### config.mk
export PLATFORM = sky130hd
export DESIGN_NAME = alu_arbiter
export DESIGN_NICKNAME = d
export VERILOG_FILES = /design/src/rtl/alu_pkg.sv /design/src/rtl/rr_arbiter.sv /design/src/rtl/alu_arbiter.sv
export SDC_FILE = /design/constraint.sdc
export NUM_CORES = 1
export LEC_CHECK = 0
export ABC_AREA = 1
export CAP_MARGIN = 10
export CORE_AREA = 2 2 106 108
export CTS_CLUSTER_SIZE = 40
export DETAILED_ROUTE_END_ITERATION = 10
export DIE_AREA = 0 0 108 110
export PLACE_DENSITY = 0.76
export SETUP_SLACK_MARGIN = 0.05
export SYNTH_ARGS = -nofsm -noshare
export SYNTH_HDL_FRONTEND = slang
export SYNTH_SLANG_ARGS = --single-unit
export TNS_END_PERCENT = 100
### constraint.sdc
create_clock -name clk -period 1.45 [get_ports clk]
set_input_delay 0.145 -clock clk [delete_from_list [all_inputs] [get_ports clk]]
set_output_delay 0.145 -clock clk [all_outputs]
set_load 0.05 [all_outputs]
### src/rtl/alu_pkg.sv
// ALU control encodings shared by the ALU arbiter and its requesters.
package alu_pkg;

  typedef enum logic [2:0] {
    ALU_AND  = 3'b000,
    ALU_OR   = 3'b001,
    ALU_ADD  = 3'b010,
    ALU_IDLE = 3'b011,
    ALU_RSVD = 3'b100,
    ALU_MUL  = 3'b101,
    ALU_SUB  = 3'b110,
    ALU_SLT  = 3'b111
  } alu_op_t;

  localparam logic [2:0] ALU_OP_IDLE = 3'b011;

endpackage

### src/rtl/rr_arbiter.sv
// Combinational round-robin arbiter: scans requests upward from ptr, wrapping,
// and returns a one-hot grant plus its encoded index. The pointer lives in the caller.
module rr_arbiter #(
  parameter  int NUM_REQ = 2,
  localparam int IDX_W   = $clog2(NUM_REQ)
) (
  input  logic [NUM_REQ-1:0] req,
  input  logic [IDX_W-1:0]   ptr,
  input  logic               enable,
  output logic [NUM_REQ-1:0] grant,
  output logic [IDX_W-1:0]   grant_idx,
  output logic               grant_valid
);

  logic [IDX_W-1:0] cand_s;
  logic             hit_s;

  // First requester at or after ptr wins; later candidates are masked by grant_valid
  always_comb begin
    grant       = '0;
    grant_idx   = '0;
    grant_valid = 1'b0;
    cand_s      = '0;
    hit_s       = 1'b0;
    for (int k = 0; k < NUM_REQ; k++) begin
      cand_s        = IDX_W'((int'(ptr) + k) % NUM_REQ);
      hit_s         = enable & ~grant_valid & req[cand_s];
      grant[cand_s] = hit_s;
      grant_idx     = hit_s ? cand_s : grant_idx;
      grant_valid   = grant_valid | hit_s;
    end
  end

endmodule

### src/rtl/alu_arbiter.sv
// Round-robin sharing of one combinational ALU between NUM_REQ requesters with a
// one-entry registered response stage. Define ALU_ARB_LOCK_EN to add req_lock grant holding.
module alu_arbiter
  import alu_pkg::*;
#(
  parameter  int WIDTH    = 32,
  parameter  int NUM_REQ  = 2,
  parameter  int LOCK_MAX = 4,
  localparam int IDX_W    = $clog2(NUM_REQ)
) (
  input  logic                     clk,
  input  logic                     reset_n,
  input  logic [NUM_REQ-1:0]       req_valid,
  output logic [NUM_REQ-1:0]       req_ready,
  input  logic [NUM_REQ*WIDTH-1:0] req_src_a,
  input  logic [NUM_REQ*WIDTH-1:0] req_src_b,
  input  logic [NUM_REQ*3-1:0]     req_op,
`ifdef ALU_ARB_LOCK_EN
  input  logic [NUM_REQ-1:0]       req_lock,
`endif
  output logic [WIDTH-1:0]         alu_src_a,
  output logic [WIDTH-1:0]         alu_src_b,
  output logic [2:0]               alu_control,
  input  logic [WIDTH-1:0]         alu_result,
  input  logic                     alu_zero,
  output logic                     rsp_valid,
  input  logic                     rsp_ready,
  output logic [WIDTH-1:0]         rsp_result,
  output logic                     rsp_zero,
  output logic [IDX_W-1:0]         rsp_id
);

  logic [IDX_W-1:0]   rr_ptr_r;
  logic [IDX_W-1:0]   grant_idx_s;
  logic [IDX_W-1:0]   wrap_idx_s;
  logic [IDX_W-1:0]   next_ptr_s;
  logic [NUM_REQ-1:0] grant_s;
  logic               grant_valid_s;
  logic               can_issue_s;
  logic               rsp_valid_r;
  logic               rsp_zero_r;
  logic [WIDTH-1:0]   rsp_result_r;
  logic [IDX_W-1:0]   rsp_id_r;

  // A slot draining this cycle can be refilled in the same cycle
  assign can_issue_s = ~rsp_valid_r | rsp_ready;

  rr_arbiter #(
    .NUM_REQ(NUM_REQ)
  ) u_rr_arbiter (
    .req        (req_valid),
    .ptr        (rr_ptr_r),
    .enable     (can_issue_s),
    .grant      (grant_s),
    .grant_idx  (grant_idx_s),
    .grant_valid(grant_valid_s)
  );

  assign req_ready = grant_s;

  // Steer the granted requester's slice onto the ALU, idle code otherwise
  always_comb begin
    alu_src_a   = '0;
    alu_src_b   = '0;
    alu_control = ALU_OP_IDLE;
    if (grant_valid_s) begin
      alu_src_a   = req_src_a[int'(grant_idx_s)*WIDTH +: WIDTH];
      alu_src_b   = req_src_b[int'(grant_idx_s)*WIDTH +: WIDTH];
      alu_control = req_op[int'(grant_idx_s)*3 +: 3];
    end else begin
      alu_control = ALU_OP_IDLE;
    end
  end

  assign wrap_idx_s = (grant_idx_s == IDX_W'(NUM_REQ - 1)) ? '0 : grant_idx_s + IDX_W'(1);

`ifdef ALU_ARB_LOCK_EN
  localparam int CNT_W = $clog2(LOCK_MAX + 1);

  logic [CNT_W-1:0] lock_cnt_r;
  logic [CNT_W-1:0] cnt_base_s;
  logic [CNT_W-1:0] next_cnt_s;

  // Locked grants keep the pointer on the winner until LOCK_MAX in a row
  always_comb begin
    cnt_base_s = (grant_idx_s == rsp_id_r) ? lock_cnt_r : '0;
    next_ptr_s = wrap_idx_s;
    next_cnt_s = '0;
    if (req_lock[grant_idx_s] && ((int'(cnt_base_s) + 1) < LOCK_MAX)) begin
      next_ptr_s = grant_idx_s;
      next_cnt_s = cnt_base_s + CNT_W'(1);
    end else begin
      next_ptr_s = wrap_idx_s;
      next_cnt_s = '0;
    end
  end

  // Consecutive locked-grant counter
  always_ff @(posedge clk or negedge reset_n) begin
    if (!reset_n) begin
      lock_cnt_r <= '0;
    end else if (grant_valid_s) begin
      lock_cnt_r <= next_cnt_s;
    end
  end
`else
  logic unused_lock_max_s;

  assign next_ptr_s        = wrap_idx_s;
  assign unused_lock_max_s = (LOCK_MAX > 0);
`endif

  // Response register and round-robin pointer
  always_ff @(posedge clk or negedge reset_n) begin
    if (!reset_n) begin
      rsp_valid_r  <= 1'b0;
      rsp_result_r <= '0;
      rsp_zero_r   <= 1'b0;
      rsp_id_r     <= '0;
      rr_ptr_r     <= '0;
    end else if (grant_valid_s) begin
      rsp_valid_r  <= 1'b1;
      rsp_result_r <= alu_result;
      rsp_zero_r   <= alu_zero;
      rsp_id_r     <= grant_idx_s;
      rr_ptr_r     <= next_ptr_s;
    end else if (rsp_ready) begin
      rsp_valid_r  <= 1'b0;
    end
  end

  assign rsp_valid  = rsp_valid_r;
  assign rsp_result = rsp_result_r;
  assign rsp_zero   = rsp_zero_r;
  assign rsp_id     = rsp_id_r;

endmodule
==> results.toml, run 1 <==
[hold_path]
hold_end = "rsp_result[11]"
hp-start = "alu_result[11]"
holdPathStages = 3
hold_path_class = "in -> reg"

[route]
firstDrtPassIters = 4
avgViaCountPerCell = 4.76
drt_iter0_markers = 241
wl_per_cell_um = 17.6
drc = 0
drt_wl_total_um = 14300
ant_nets = 0
via_count = 3888

[floorplan]
start_util = 0.238
die_x_um = 108
die_y_um = 110
row_count = 38
coreArea_mm2 = 0.0107
ios = 276
die_area_mm2 = 0.0119

[sta]
setup_viol = 69
slew_viol_final = 0
fin_setup_tns_ps = -18890
slew-limit-headroom = 0.699
finalCritPeriodShare = 1.22
timing.final.hold_violations = 0
tightest_slew_ps = 451
rsz0062_at_grt = "yes"
fin_ws_ps = -313
period_needed_ps = 1760
clock.fmax_ghz = 0.567
clock_skew_ps = 7.73

[grt]
antenna_found_initial = 0
grt_pass1_vias = 4021
grt_start_max_net_pins = 37
gr-total-overflow = 0
grt_util_all_layers = 0.223
grt_pass1_wl_um = 20700

[place]
io_buffers = 275
routabilityCongestion = 0.768
dp.cells = 799
postPlaceCellArea_mm2 = 0.00692
dp_hpwl_um = 11200

[worst_setup_path]
reg2reg_slack_ps = 70
reg2reg_to = "rsp_result[6]"
reg2reg_from = "rsp_valid"
crit_arrival_ps = 1620
path_class = "reg -> out"
reg2reg_depth = 6
crit_fanout = 7
crit_required_ps = 1310
cp-end-kind = "primary output"
startpoint_type = "flip-flop"

[synthesis]
synthTopCellsByArea = "dfrtp_1 35%, nand3_1 20%, inv_1 11%"
synth_area_per_cell_um2 = 6.51
netlist_top_cells_count = "100 x nand3_1, 75 x inv_1, 75 x nand2_1, 36 x dfrtp_1, 35 x o21ai_0"
synthFlopType = "dfrtp_1"
syn_nets = 563
syn_area_mm2 = 0.00255
yosys_warnings = 0
synth_top_cell_by_area = "dfrtp_1"
synth_edf_count = 0
synth_top_cell_area_share = 0.354
async_flop_share = 1.00
ys_ff_latch = 36
synth_cell_types = 18
syn-instance-count = 391
yosys.cell_count.top_type = "nand3_1"
seq_area_frac_synth = 0.354

[cts]
clockBufferDepth = 2
cts_tree = "built"
clk_pin_slew_ps = 80
root_buffer = "clkbuf_8"
clock_latency_ps = 280
h-tree-depth = 2
clock-sinks = 36
numCtsBuffers = 5

[finish]
num_antenna_cells = 0
nFillCells = 795
finalInstanceArea_mm2 = 0.00735
finalNetCount = 847
area_growth_pct = 189
drive_gt1_frac = 0.380
fin_cells = 816

[power]
p_leak_uw = 0.00329
ir_drop_v = 0.000529
power_density_mw_per_mm2 = 851
power_uw = 6260

[outcome]
violations = "setup timing"
outcome = "complete, but fails checks"

[run]
maxCapViolations = 0
[worst max-delay path by stage]
stage	startpoint	end	slack, ps	cells after the start
2_1_floorplan	rsp_valid	alu_src_b[13]	-90	5
3_3_place_gp	req_valid[1]	alu_src_a[4]	-340	6
3_5_place_dp	req_valid[1]	alu_src_a[21]	-350	6
4_1_cts	rsp_valid	alu_src_a[21]	-330	5
5_1_grt	rr_ptr_r	alu_src_a[22]	-370	6
6_report	rr_ptr_r	alu_src_b[15]	-310	7
[cell usage in the layout, fill, tap and decap left out, drive strengths merged]
cell             n
nand2           77
clkinvlp         5
o21ai           65
nand3          101
dlygate4sd3      1
nand4            2
dfrtp           36
clkbuf           9
clkdlybuf4s50  168
dlygate4sd2      2
inv             72
or2              1
buf            136
a21oi            1
[worst max-delay path: stages (launching register included)]
cell and delay, ps:
dfrtp_2 450, a21oi_4 130, buf_4 130, buf_12 120
clkbuf_16 150, nand3_2 100, o21ai_4 90, buf_12 150
[power by group]
group | total (uW) | internal, uW | switching (uW)
sequential | 1240 | 1150 | 90.9
combinational | 4280 | 1900 | 2390
clock | 734 | 386 | 348
[what timing repair did]
action                                  4_1_cts  5_1_grt
pin swaps                                     5        3
endpoints found under the setup margin       69      104
hold endpoints to repair                     36        0
hold buffers                                  1        0
setup buffers                                 4        1
gates cloned                                  1        2
gates resized for setup                      35       16
[cell families after synthesis]
family	Yosys count	share of synthesized area
flops	36	0.354
compound gates	66	0.140
buf+inv	108	0.181
simple gates	181	0.325
[layout make-up]
type	count	area (um^2)	share of cell area
tap	140	175	0.0238
clock buffer	7	86.3	0.0117
inverter	76	300	0.0408
sequential	36	903	0.123
timing repair buffer	309	3840	0.522
multi-input combinational	247	2040	0.278
clock inverter	1	7.51	0.00102
[state kept, by name, indices dropped and copies added, names as in the netlist]
signal,flops
rr_ptr_r,1
rsp_id,1
rsp_result,32
rsp_valid,1
rsp_zero,1
[stage by stage]
stage	hold slack (ps)	setup WS (ps)	util
2_1_floorplan	-151	-90.2	-
3_3_place_gp	199	-337	0.647
3_5_place_dp	207	-347	0.647
4_1_cts	415	-331	0.675
5_1_grt	430	-370	0.687
6_report	418	-313	0.687
[per-layer routing]
layer  share of wire  vias to the layer above  GRT usage
li1                -                     1814          -
met3           0.089                       36     0.0676
met4           0.032                        0     0.0806
met5               0                        -          0
met1            0.33                     1840      0.238
met2            0.54                      198      0.416
Power figures use the tool's default switching activity.
==> run 2: changes to the inputs <==
--- a/constraint.sdc
+++ b/constraint.sdc
@@ -3,2 +3,2 @@
 set_output_delay 0.145 -clock clk [all_outputs]
-set_load 0.05 [all_outputs]
+set_load 0.1 [all_outputs]
==> run 2 against run 1 <==
Compared with the run above: the run still ends with setup timing left; core utilization is 6.7 points higher; sequential share of layout area is 1.1 points lower; sequential power is 6% higher; clock power is 5.4% lower; non-clock buffer count is 22 higher; global-route usage is 3.1 points higher; first-iteration DRC count is 2.9% higher; highest routed layer unchanged.
==> results.toml, run 2 (same netlist as run 1, synthesis figures left out) <==
[worst_setup_path]
crit_arrival_ps = 1720
reg2reg_from = "rsp_valid"
cp-end-kind = "primary output"
crit_start = "rsp_valid"
reg2reg_to = "rsp_result[25]"
startpoint_type = "flip-flop"
path_class = "reg -> out"
crit_fanout = 10
crit_required_ps = 1310
reg2reg_slack_ps = 40
reg2reg_depth = 6

[sta]
period_needed_ps = 1860
hold_slack_ps = 364
slew_viol_final = 0
clock_skew_ps = 9.23
finalCritPeriodShare = 1.28
slew-limit-headroom = 0.667
setup_viol = 69
fin_ws_ps = -411
clock.fmax_ghz = 0.537
tightest_slew_ps = 500
rsz0062_at_grt = "yes"
timing.final.hold_violations = 0

[finish]
finalNetCount = 869
num_antenna_cells = 0
largest_register_ffs = 32
final_common_cell = "clkdlybuf4s50_1"
final_cell_mix = "168 x clkdlybuf4s50_1, 119 x buf_12, 72 x nand3_1"
area_growth_pct = 217
drive_gt1_frac = 0.395

[floorplan]
ios = 276
die_y_um = 110
die_x_um = 108
die_area_mm2 = 0.0119
row_count = 38
start_util = 0.238
coreArea_mm2 = 0.0107

[grt]
gr-total-overflow = 0
antenna_found_initial = 0
grt_start_max_net_pins = 36
grt_pass1_vias = 4331
grt_util_all_layers = 0.254
grt_pass1_wl_um = 23200

[cts]
root_buffer = "clkbuf_8"
numCtsBuffers = 5
clock-sinks = 36
h-tree-depth = 2
clk_pin_slew_ps = 80
clockBufferDepth = 2
clock_latency_ps = 290
cts_tree = "built"

[place]
io_buffers = 275
routabilityCongestion = 0.872
dp_hpwl_um = 11900

[power]
ir_drop_v = 0.000637
power_density_mw_per_mm2 = 1020
p_leak_uw = 0.00358
power_uw = 8200

[route]
drt_wl_total_um = 15800
ant_nets = 0
avgViaCountPerCell = 4.74
via_count = 3970
drt_iter0_markers = 248
wl_per_cell_um = 18.9
firstDrtPassIters = 4
drc = 0

[outcome]
violations = "setup timing"
outcome = "complete, but fails checks"

[run]
maxCapViolations = 0

[hold_path]
hold_path_class = "in -> async"
-- run 2: changes by cell type in the layout (fill, tap and decap cells not counted), sizes merged --
cell	delta
dlymetal6s2s	+2
clkinvlp	-1
clkbuf	-3
buf	+23
clkinv	+3
dlygate4sd2	-2
-- run 2: per-layer routing --
metal,vias up,routed length [um],global-route usage
met4,0,546,0.106
met5,-,0,0
met3,34,1030,0.0582
li1,1861,-,-
met1,1896,5490,0.265
met2,179,8750,0.489
-- run 2: layout make-up --
class | count | area, um^2
flip-flops and latches | 36 | 906
well taps | 140 | 175
clock buffers | 5 | 68.8
inverters | 76 | 300
multi-input cells | 247 | 2080
repair buffers | 331 | 4520
clock inverters | 3 | 18.8
fillers | 659 | 2630
-- run 2: worst max-delay path by stage --
stage | endpoint | slack (ps) | depth (start not counted)
after floorplan | alu_src_b[10] | -440 | 5
after global placement | alu_src_b[27] | -360 | 6
after detailed placement | alu_src_b[27] | -400 | 6
after CTS | alu_src_a[15] | -430 | 6
after global routing | alu_src_b[9] | -480 | 6
final | alu_src_b[25] | -410 | 6
-- run 2: per-stage QoR --
step | std cells | setup TNS (ps) | utilization | cell area [um^2] | setup WS, ps
after floorplan | 391 | -27290 | - | 3320 | -445
after global placement | 806 | -27010 | 0.693 | 7410 | -360
after detailed placement | 806 | -31060 | 0.693 | 7410 | -399
after CTS | 832 | -27170 | 0.738 | 7890 | -432
after global routing | 838 | -31460 | 0.754 | 8070 | -482
final | 838 | -25800 | 0.754 | 8070 | -411
-- run 2: worst max-delay path, cell delays in order, from the launching register on --
cell and delay [ps]:
dfrtp_4 490, nand2_4 100, nand3_4 130, buf_12 190
buf_12 160, o21ai_4 150, buf_12 190
-- run 2: repair_timing --
| action | CTS | global route |
|---|---|---|
| endpoints found under the setup margin | 104 | 103 |
| pin swaps | 1 | 1 |
| endpoints found under the hold margin | 21 | 0 |
| cloned | 3 | 1 |
| buffers inserted | 14 | 5 |
| hold buffers | 1 | 0 |
| gates resized for setup | 29 | 23 |
-- run 2: report_power, final --
group / total, uW / switching, uW / internal, uW
logic: 6190 / 3810 / 2380
clock network: 694 / 360 / 334
registers: 1310 / 163 / 1150
total: 8200 / 4330 / 3860
==> run 3: changes to the inputs <==
HOLD_SLACK_MARGIN = 0.12   (was default)
==> results of run 3 <==
No change in the layout: final DEF, timing and power equal those of run 2.
